File: src/rtl/prbs_burst_ctrl_pkg.sv
// Shared types and defaults for the PRBS burst sequencer.
// State encoding is fixed so the downstream capture logic can decode it.
package prbs_burst_ctrl_pkg;

    typedef enum logic [1:0] {
        ST_IDLE = 2'd0,
        ST_LOAD = 2'd1,
        ST_RUN  = 2'd2,
        ST_GAP  = 2'd3
    } state_e;

    localparam int unsigned PKG_LFSR_W       = 4;
    localparam int unsigned PKG_LEN_W        = 4;
    localparam int unsigned PKG_NB_W         = 3;
    // A zero seed would lock the LFSR, so this replaces it.
    localparam int unsigned DEFAULT_SEED_VAL = 1;

endpackage

File: src/rtl/prbs_burst_ctrl_if.sv
// Control/config and LFSR-side signals of the burst sequencer.
// master = top-level control side, slave = the sequencer itself.
interface prbs_burst_ctrl_if
    import prbs_burst_ctrl_pkg::*;
#(
    parameter int LFSR_W = int'(PKG_LFSR_W),
    parameter int LEN_W  = int'(PKG_LEN_W),
    parameter int NB_W   = int'(PKG_NB_W)
);
    logic              start;
    logic              stop;
    logic [LEN_W-1:0]  burst_len;
    logic [LEN_W-1:0]  gap_len;
    logic [NB_W-1:0]   num_bursts;
    logic [LFSR_W-1:0] seed_in;

    logic              lfsr_load;
    logic [LFSR_W-1:0] lfsr_seed;
    logic              lfsr_en;
    logic              bit_valid;
    logic              frame_start;
    logic [LEN_W-1:0]  bit_cnt;
    logic              busy;
    logic              done;
    logic              aborted;

    modport master (
        output start, stop, burst_len, gap_len, num_bursts, seed_in,
        input  lfsr_load, lfsr_seed, lfsr_en, bit_valid, frame_start,
               bit_cnt, busy, done, aborted
    );

    modport slave (
        input  start, stop, burst_len, gap_len, num_bursts, seed_in,
        output lfsr_load, lfsr_seed, lfsr_en, bit_valid, frame_start,
               bit_cnt, busy, done, aborted
    );

endinterface

File: src/rtl/prbs_burst_ctrl_seq_counter.sv
// Up-counter with synchronous clear (priority over enable) and a
// combinational terminal-compare flag against a programmable value.
module seq_counter #(
    parameter int W = 4
) (
    input  logic         clk,
    input  logic         clr_i,
    input  logic         en_i,
    input  logic [W-1:0] term_i,
    output logic [W-1:0] cnt_o,
    output logic         tc_o
);
    logic [W-1:0] cnt_q;
    logic [W-1:0] cnt_d;

    always_comb begin
        cnt_d = cnt_q;
        if (clr_i) begin
            cnt_d = '0;
        end else if (en_i) begin
            cnt_d = cnt_q + W'(1);
        end
    end

    always_ff @(posedge clk) begin
        cnt_q <= cnt_d;
    end

    assign cnt_o = cnt_q;
    assign tc_o  = (cnt_q == term_i);

endmodule

File: src/rtl/prbs_burst_ctrl.sv
// Burst sequencer for the PRBS LFSR: seeds it, then gates its shift enable
// into num_bursts+1 bursts of burst_len+1 bits separated by gap_len idle cycles.
module prbs_burst_ctrl
    import prbs_burst_ctrl_pkg::*;
#(
    parameter int                 LFSR_W       = int'(PKG_LFSR_W),
    parameter int                 LEN_W        = int'(PKG_LEN_W),
    parameter int                 NB_W         = int'(PKG_NB_W),
    parameter logic [LFSR_W-1:0]  DEFAULT_SEED = LFSR_W'(DEFAULT_SEED_VAL)
) (
    input  logic               clk,
    input  logic               clr,
    prbs_burst_ctrl_if.slave   bus
);
    state_e            state_q, state_d;
    logic [LEN_W-1:0]  len_q, len_d;
    logic [LEN_W-1:0]  gap_q, gap_d;
    logic [NB_W-1:0]   nb_q, nb_d;
    logic [LFSR_W-1:0] seed_q, seed_d;

    logic              lfsr_load_q, lfsr_load_d;
    logic [LFSR_W-1:0] lfsr_seed_q, lfsr_seed_d;
    logic              lfsr_en_q, lfsr_en_d;
    logic              frame_start_q, frame_start_d;
    logic              busy_q, busy_d;
    logic              done_q, done_d;
    logic              aborted_q, aborted_d;

    logic              bit_clr, bit_en, bit_tc;
    logic              gap_clr, gap_en, gap_tc;
    logic              burst_clr, burst_en, burst_tc;
    logic [LEN_W-1:0]  bit_cnt;
    logic [LEN_W-1:0]  gap_cnt;
    logic [NB_W-1:0]   burst_idx;
    logic              unused_cnt;

    logic              abort_req;
    logic              burst_end;

    assign abort_req = bus.stop && (state_q != ST_IDLE);
    assign burst_end = (state_q == ST_RUN) && bit_tc;

    always_comb begin
        state_d = state_q;
        len_d   = len_q;
        gap_d   = gap_q;
        nb_d    = nb_q;
        seed_d  = seed_q;

        case (state_q)
            ST_IDLE: begin
                if (bus.start && !bus.stop) begin
                    state_d = ST_LOAD;
                    len_d   = bus.burst_len;
                    gap_d   = bus.gap_len;
                    nb_d    = bus.num_bursts;
                    seed_d  = (bus.seed_in == '0) ? DEFAULT_SEED : bus.seed_in;
                end
            end
            ST_LOAD: begin
                state_d = ST_RUN;
            end
            ST_RUN: begin
                if (bit_tc) begin
                    if (burst_tc) begin
                        state_d = ST_IDLE;
                    end else if (gap_q == '0) begin
                        state_d = ST_RUN;
                    end else begin
                        state_d = ST_GAP;
                    end
                end
            end
            ST_GAP: begin
                if (gap_tc) begin
                    state_d = ST_RUN;
                end
            end
            default: begin
                state_d = ST_IDLE;
            end
        endcase

        // stop outranks both end-of-run and the normal state progression.
        if (abort_req) begin
            state_d = ST_IDLE;
        end

        // Outputs are registered, so they are decoded from the next state.
        lfsr_load_d   = (state_d == ST_LOAD);
        lfsr_seed_d   = (state_d == ST_LOAD) ? seed_d : '0;
        lfsr_en_d     = (state_d == ST_RUN);
        frame_start_d = (state_d == ST_RUN) && ((state_q != ST_RUN) || bit_tc);
        busy_d        = (state_d != ST_IDLE);
        done_d        = burst_end && burst_tc && !bus.stop;
        aborted_d     = abort_req;
    end

    // Bit index restarts on every burst boundary and outside RUN.
    assign bit_en    = (state_q == ST_RUN);
    assign bit_clr   = clr || (state_d != ST_RUN) || burst_end;

    // Gap terminal fires on the last of gap_q idle cycles.
    assign gap_en    = (state_q == ST_GAP);
    assign gap_clr   = clr || (state_d != ST_GAP);

    assign burst_en  = burst_end;
    assign burst_clr = clr || (state_d == ST_IDLE) || (state_q == ST_LOAD);

    seq_counter #(.W(LEN_W)) u_bit_cnt (
        .clk    (clk),
        .clr_i  (bit_clr),
        .en_i   (bit_en),
        .term_i (len_q),
        .cnt_o  (bit_cnt),
        .tc_o   (bit_tc)
    );

    seq_counter #(.W(LEN_W)) u_gap_cnt (
        .clk    (clk),
        .clr_i  (gap_clr),
        .en_i   (gap_en),
        .term_i (gap_q - LEN_W'(1)),
        .cnt_o  (gap_cnt),
        .tc_o   (gap_tc)
    );

    seq_counter #(.W(NB_W)) u_burst_cnt (
        .clk    (clk),
        .clr_i  (burst_clr),
        .en_i   (burst_en),
        .term_i (nb_q),
        .cnt_o  (burst_idx),
        .tc_o   (burst_tc)
    );

    assign unused_cnt = ^{gap_cnt, burst_idx};

    always_ff @(posedge clk) begin
        if (clr) begin
            state_q       <= ST_IDLE;
            len_q         <= '0;
            gap_q         <= '0;
            nb_q          <= '0;
            seed_q        <= '0;
            lfsr_load_q   <= 1'b0;
            lfsr_seed_q   <= '0;
            lfsr_en_q     <= 1'b0;
            frame_start_q <= 1'b0;
            busy_q        <= 1'b0;
            done_q        <= 1'b0;
            aborted_q     <= 1'b0;
        end else begin
            state_q       <= state_d;
            len_q         <= len_d;
            gap_q         <= gap_d;
            nb_q          <= nb_d;
            seed_q        <= seed_d;
            lfsr_load_q   <= lfsr_load_d;
            lfsr_seed_q   <= lfsr_seed_d;
            lfsr_en_q     <= lfsr_en_d;
            frame_start_q <= frame_start_d;
            busy_q        <= busy_d;
            done_q        <= done_d;
            aborted_q     <= aborted_d;
        end
    end

    assign bus.lfsr_load   = lfsr_load_q;
    assign bus.lfsr_seed   = lfsr_seed_q;
    assign bus.lfsr_en     = lfsr_en_q;
    assign bus.bit_valid   = lfsr_en_q;
    assign bus.frame_start = frame_start_q;
    assign bus.bit_cnt     = bit_cnt;
    assign bus.busy        = busy_q;
    assign bus.done        = done_q;
    assign bus.aborted     = aborted_q;

endmodule

File: src/flat_wrapper.sv
// flat-port wrapper written by rule: the top's interface ports become plain ports
module prbs_burst_ctrl_flat import prbs_burst_ctrl_pkg::*;
#(
    parameter int                 LFSR_W       = int'(PKG_LFSR_W),
    parameter int                 LEN_W        = int'(PKG_LEN_W),
    parameter int                 NB_W         = int'(PKG_NB_W),
    parameter logic [LFSR_W-1:0]  DEFAULT_SEED = LFSR_W'(DEFAULT_SEED_VAL)
)
  (clk, clr, bus_start, bus_stop, bus_burst_len, bus_gap_len, bus_num_bursts, bus_seed_in, bus_lfsr_load, bus_lfsr_seed, bus_lfsr_en, bus_bit_valid, bus_frame_start, bus_bit_cnt, bus_busy, bus_done, bus_aborted);
  prbs_burst_ctrl_if #(.LFSR_W(LFSR_W), .LEN_W(LEN_W), .NB_W(NB_W)) bus_i ();
  input  logic clk;
  input  logic clr;
  input wire logic [$bits(bus_i.start)-1:0] bus_start;
  input wire logic [$bits(bus_i.stop)-1:0] bus_stop;
  input wire logic [$bits(bus_i.burst_len)-1:0] bus_burst_len;
  input wire logic [$bits(bus_i.gap_len)-1:0] bus_gap_len;
  input wire logic [$bits(bus_i.num_bursts)-1:0] bus_num_bursts;
  input wire logic [$bits(bus_i.seed_in)-1:0] bus_seed_in;
  output wire logic [$bits(bus_i.lfsr_load)-1:0] bus_lfsr_load;
  output wire logic [$bits(bus_i.lfsr_seed)-1:0] bus_lfsr_seed;
  output wire logic [$bits(bus_i.lfsr_en)-1:0] bus_lfsr_en;
  output wire logic [$bits(bus_i.bit_valid)-1:0] bus_bit_valid;
  output wire logic [$bits(bus_i.frame_start)-1:0] bus_frame_start;
  output wire logic [$bits(bus_i.bit_cnt)-1:0] bus_bit_cnt;
  output wire logic [$bits(bus_i.busy)-1:0] bus_busy;
  output wire logic [$bits(bus_i.done)-1:0] bus_done;
  output wire logic [$bits(bus_i.aborted)-1:0] bus_aborted;
  assign bus_i.start = bus_start;
  assign bus_i.stop = bus_stop;
  assign bus_i.burst_len = bus_burst_len;
  assign bus_i.gap_len = bus_gap_len;
  assign bus_i.num_bursts = bus_num_bursts;
  assign bus_i.seed_in = bus_seed_in;
  assign bus_lfsr_load = bus_i.lfsr_load;
  assign bus_lfsr_seed = bus_i.lfsr_seed;
  assign bus_lfsr_en = bus_i.lfsr_en;
  assign bus_bit_valid = bus_i.bit_valid;
  assign bus_frame_start = bus_i.frame_start;
  assign bus_bit_cnt = bus_i.bit_cnt;
  assign bus_busy = bus_i.busy;
  assign bus_done = bus_i.done;
  assign bus_aborted = bus_i.aborted;
  prbs_burst_ctrl #(.LFSR_W(LFSR_W), .LEN_W(LEN_W), .NB_W(NB_W), .DEFAULT_SEED(DEFAULT_SEED)) u_core (.clk(clk), .clr(clr), .bus(bus_i));
endmodule
File: config.mk
export PLATFORM = sky130hd
export DESIGN_NAME = prbs_burst_ctrl_flat
export DESIGN_NICKNAME = d
export VERILOG_FILES = /design/src/rtl/prbs_burst_ctrl_pkg.sv /design/src/rtl/prbs_burst_ctrl_if.sv /design/src/rtl/prbs_burst_ctrl_seq_counter.sv /design/src/rtl/prbs_burst_ctrl.sv /design/src/flat_wrapper.sv
export SDC_FILE = /design/constraint.sdc
export NUM_CORES = 1
export LEC_CHECK = 0
export CAP_MARGIN = 20
export CORE_UTILIZATION = 52
export DETAILED_ROUTE_END_ITERATION = 7
export PLACE_DENSITY = 0.83
export SLEW_MARGIN = 20
export SYNTH_ARGS = -nofsm -noshare
export SYNTH_HDL_FRONTEND = slang
export SYNTH_SLANG_ARGS = --single-unit
File: constraint.sdc
create_clock -name clk -period 4.95 [get_ports clk]
set_input_delay 0.7425 -clock clk [delete_from_list [all_inputs] [get_ports clk]]
set_output_delay 0.7425 -clock clk [all_outputs]
set_load 0.1 [all_outputs]
==> results.yml <==
setup_path:
  cp.required_ns: 4.21
  r2r_cells: 5
  cp_max_fo: 6
  setup.worst_path.start: "u_core.u_bit_cnt.cnt_o[0]"
  crit_chain: "clkdlybuf4s50_1"
  critical_path_buf_inv_count: 1
  critPathMaxStageDelay_ns: 1.19
  r2r-start: "u_core.u_bit_cnt.cnt_o[0]"
  path_delay_family: "buffers and inverters"
  cp_data_arrival_time_ns: 2.00
  worstSetupStartpointType: "flop"
  crit_type: "reg2out"
  crit_path_top_delay_cell: "clkdlybuf4s50_1"
  critPathCaptureType: "output pin"
  cp_num_cells: 1
yosys:
  seq_area_frac_synth: 0.464
  synth_cell_types: 32
  syn_inst: 171
  synth_area_um2: 1470
  yosysWarningCount: 0
  synth_nets: 194
  synth-seq-cells: 34
  avgSynthCellArea_um2: 8.58
final_layout:
  fin_nets: 227
  fill_cells: 206
  layout.cells.non_filler: 234
  syn2layout_area_growth_pct: 26.4
  num_antenna_cells: 0
  drive_gt1_frac: 0.0490
run_status:
  status: "completed"
global_route:
  antenna_found_initial: 0
  grt_max_degree: 19
  grt_first_pass_wirelength_um: 4530
  grt_pass1_vias: 1030
  grtUsageTotal: 0.217
  gr-total-overflow: 0
timing:
  worst_pin_slew_ns: 0.969
  tns_ns: 0
  timing.final.hold_violations: 0
  fmax_mhz: 365
  relSlewSlack: 0.352
  fin_crit_sh: 0.554
  maxSlewViolCount: 0
  min_period_ns: 2.74
  fin_skew_ns: 0.00928
  setup_viol: 0
  rsz0062_at_grt: "false"
cts:
  clkLatencyLatePin_ns: 0.33
  numCtsBuffers: 5
  cts.repair.resized: 0
  ctsHoldBuffers: 0
  htreeDepth: 2
  clkTransAtPathRegs_ns: 0.10
  cts_setup_buffers: 0
  clockRootBuffer: "clkbuf_4"
  clockBufferDepth: 2
  cts_tree: "done"
  clock_sinks: 34
drt:
  routed-wl-met3_um: 212
  viasPerCell: 5.34
  vias: 1250
  drt_iter0_drc: 34
  routed.top_layer: "met4"
  routed_wirelength_um: 2950
  wl_per_cell_um: 12.6
  drt-pass1-iter-count: 4
  dr_wl_met2_um: 1400
  ant_nets: 0
  drc: 0
  wl_met1_um: 1320
placed_design:
  dpl.hpwl_um: 2240
  placed_cells: 227
  place.gp.congestion: 0.848
  portBuffers: 33
power_and_ir_drop:
  ir_drop_mv: 0.214
  p_leak_nw: 0.696
  cellPowerDensity_nw_per_um2: 268
floorplan:
  coreArea_um2: 2570
  fp-row-count: 18
  start_util: 0.571
  die_h_um: 55.1
  io_pins: 34
  fp.dieW_um: 55.1
  dieArea_um2: 3040
hold_path:
  min_from: "u_core.nb_q[1]"
  holdCritPathClass: "reg2reg"
  min_path_cells: 2
job:
  max_cap_violations: 0
state kept, by name, summed over array words and instances (netlist names):
| name | flops |
|---|---|
| u_core.bus.busy | 1 |
| u_core.len_q | 4 |
| u_core.bus.lfsr_seed | 4 |
| u_core.gap_q | 4 |
| u_core.bus.frame_start | 1 |
| u_core.nb_q | 3 |
| u_core.bus.lfsr_load | 1 |
| u_core.state_q | 2 |
| u_core.bus.bit_valid | 1 |
| u_core.bus.done | 1 |
| u_core.bus.aborted | 1 |
| u_core.u_gap_cnt.cnt_o | 4 |
| u_core.u_burst_cnt.cnt_o | 3 |
| u_core.u_bit_cnt.cnt_o | 4 |
metrics by stage:
stage	hold slack [ns]	total power (W)	area, um^2	utilization	setup WS [ns]
after CTS	0.475	0.000500	1850	0.722	2.21
after global placement	0.456	0.000362	1810	0.703	2.39
after global routing	0.495	0.000519	1850	0.722	2.14
final	0.471	0.000497	1850	0.722	2.21
after detailed placement	0.462	0.000365	1810	0.703	2.32
after floorplan	0.448	0.000338	1470	-	2.47
cell usage in the layout, fill, tap and decap left out, types with 4 or more instances in the layout:
master,n
nand2_1,31
ha_1,4
xor2_1,9
a21oi_1,17
nor2b_1,4
clkbuf_4,5
clkdlybuf4s50_1,33
xnor2_1,7
nor3b_1,4
and2_1,5
nor3_1,5
nor2_1,14
dfxtp_1,34
inv_1,5
cells in the mapped netlist:
| cell type | number | area share |
|---|---|---|
| and2_1 | 5 | 0.021 |
| or4b_1 | 1 | 0.0068 |
| nand4_1 | 1 | 0.0043 |
| nand3b_1 | 3 | 0.015 |
| nand3_1 | 2 | 0.0068 |
| buf_4 | 1 | 0.0051 |
| a21oi_1 | 17 | 0.058 |
| nand2_1 | 31 | 0.079 |
| or4b_2 | 1 | 0.0068 |
| buf_1 | 1 | 0.0026 |
| o211ai_1 | 1 | 0.0051 |
| buf_2 | 2 | 0.0068 |
| o22a_1 | 2 | 0.012 |
| nor2b_1 | 4 | 0.017 |
| nor3_1 | 5 | 0.017 |
| dfxtp_1 | 34 | 0.46 |
| o41ai_1 | 1 | 0.0060 |
| o21ai_0 | 3 | 0.010 |
| nor2_1 | 14 | 0.036 |
| xnor2_1 | 7 | 0.042 |
| ha_1 | 4 | 0.034 |
| nor4b_1 | 1 | 0.0060 |
| or3_1 | 1 | 0.0043 |
| inv_1 | 5 | 0.013 |
| nor4_2 | 1 | 0.0085 |
| nor4_1 | 1 | 0.0043 |
| a211o_1 | 1 | 0.0060 |
| nand2b_1 | 1 | 0.0043 |
| clkbuf_1 | 4 | 0.010 |
| xor2_1 | 9 | 0.054 |
| a31oi_1 | 3 | 0.013 |
| nor3b_1 | 4 | 0.020 |
area by class of cell:
class / instances / area, um^2 / area share
inverter: 5 / 18.8 / 0.0101
clock buffer: 5 / 37.5 / 0.0203
timing repair buffer: 34 / 338 / 0.182
tap: 30 / 37.5 / 0.0203
multi-input combinational: 124 / 731 / 0.394
clock inverter: 2 / 10.0 / 0.00540
sequential: 34 / 681 / 0.367
power breakdown:
| group | total [W] | internal [W] | switching [W] | leakage, nW |
|---|---|---|---|---|
| Combinational | 0.0000730 | 0.0000304 | 0.0000425 | 0.390 |
| Clock | 0.000138 | 0.0000510 | 0.0000872 | 0.0308 |
| Sequential | 0.000286 | 0.000280 | 0.00000513 | 0.276 |
| Total | 0.000497 | 0.000362 | 0.000135 | 0.696 |
cell families after synthesis:
group	after synthesis	synth area share
adder cells (fa/ha/maj)	4	0.0341
flip-flops	34	0.464
AO/OA/AOI/OAI	28	0.110
AND/OR/NAND/NOR	76	0.259
buffers and inverters	13	0.0375
XOR/XNOR	16	0.0956
final timing paths:
check	to	slack, ns
max	bus_bit_cnt[0]	2.21
min	u_core.nb_q[1]	0.47
max reg2reg	u_core.u_gap_cnt.cnt_o[1]	2.41
min reg2reg	u_core.nb_q[1]	0.47
layer usage:
metal | GRT usage | vias up
li1 | - | 639
met1 | 0.259 | 560
met2 | 0.353 | 48
met3 | 0.0902 | 3
met4 | 0.0667 | 0
met5 | 0 | -
(Power assumes the default switching activity.)
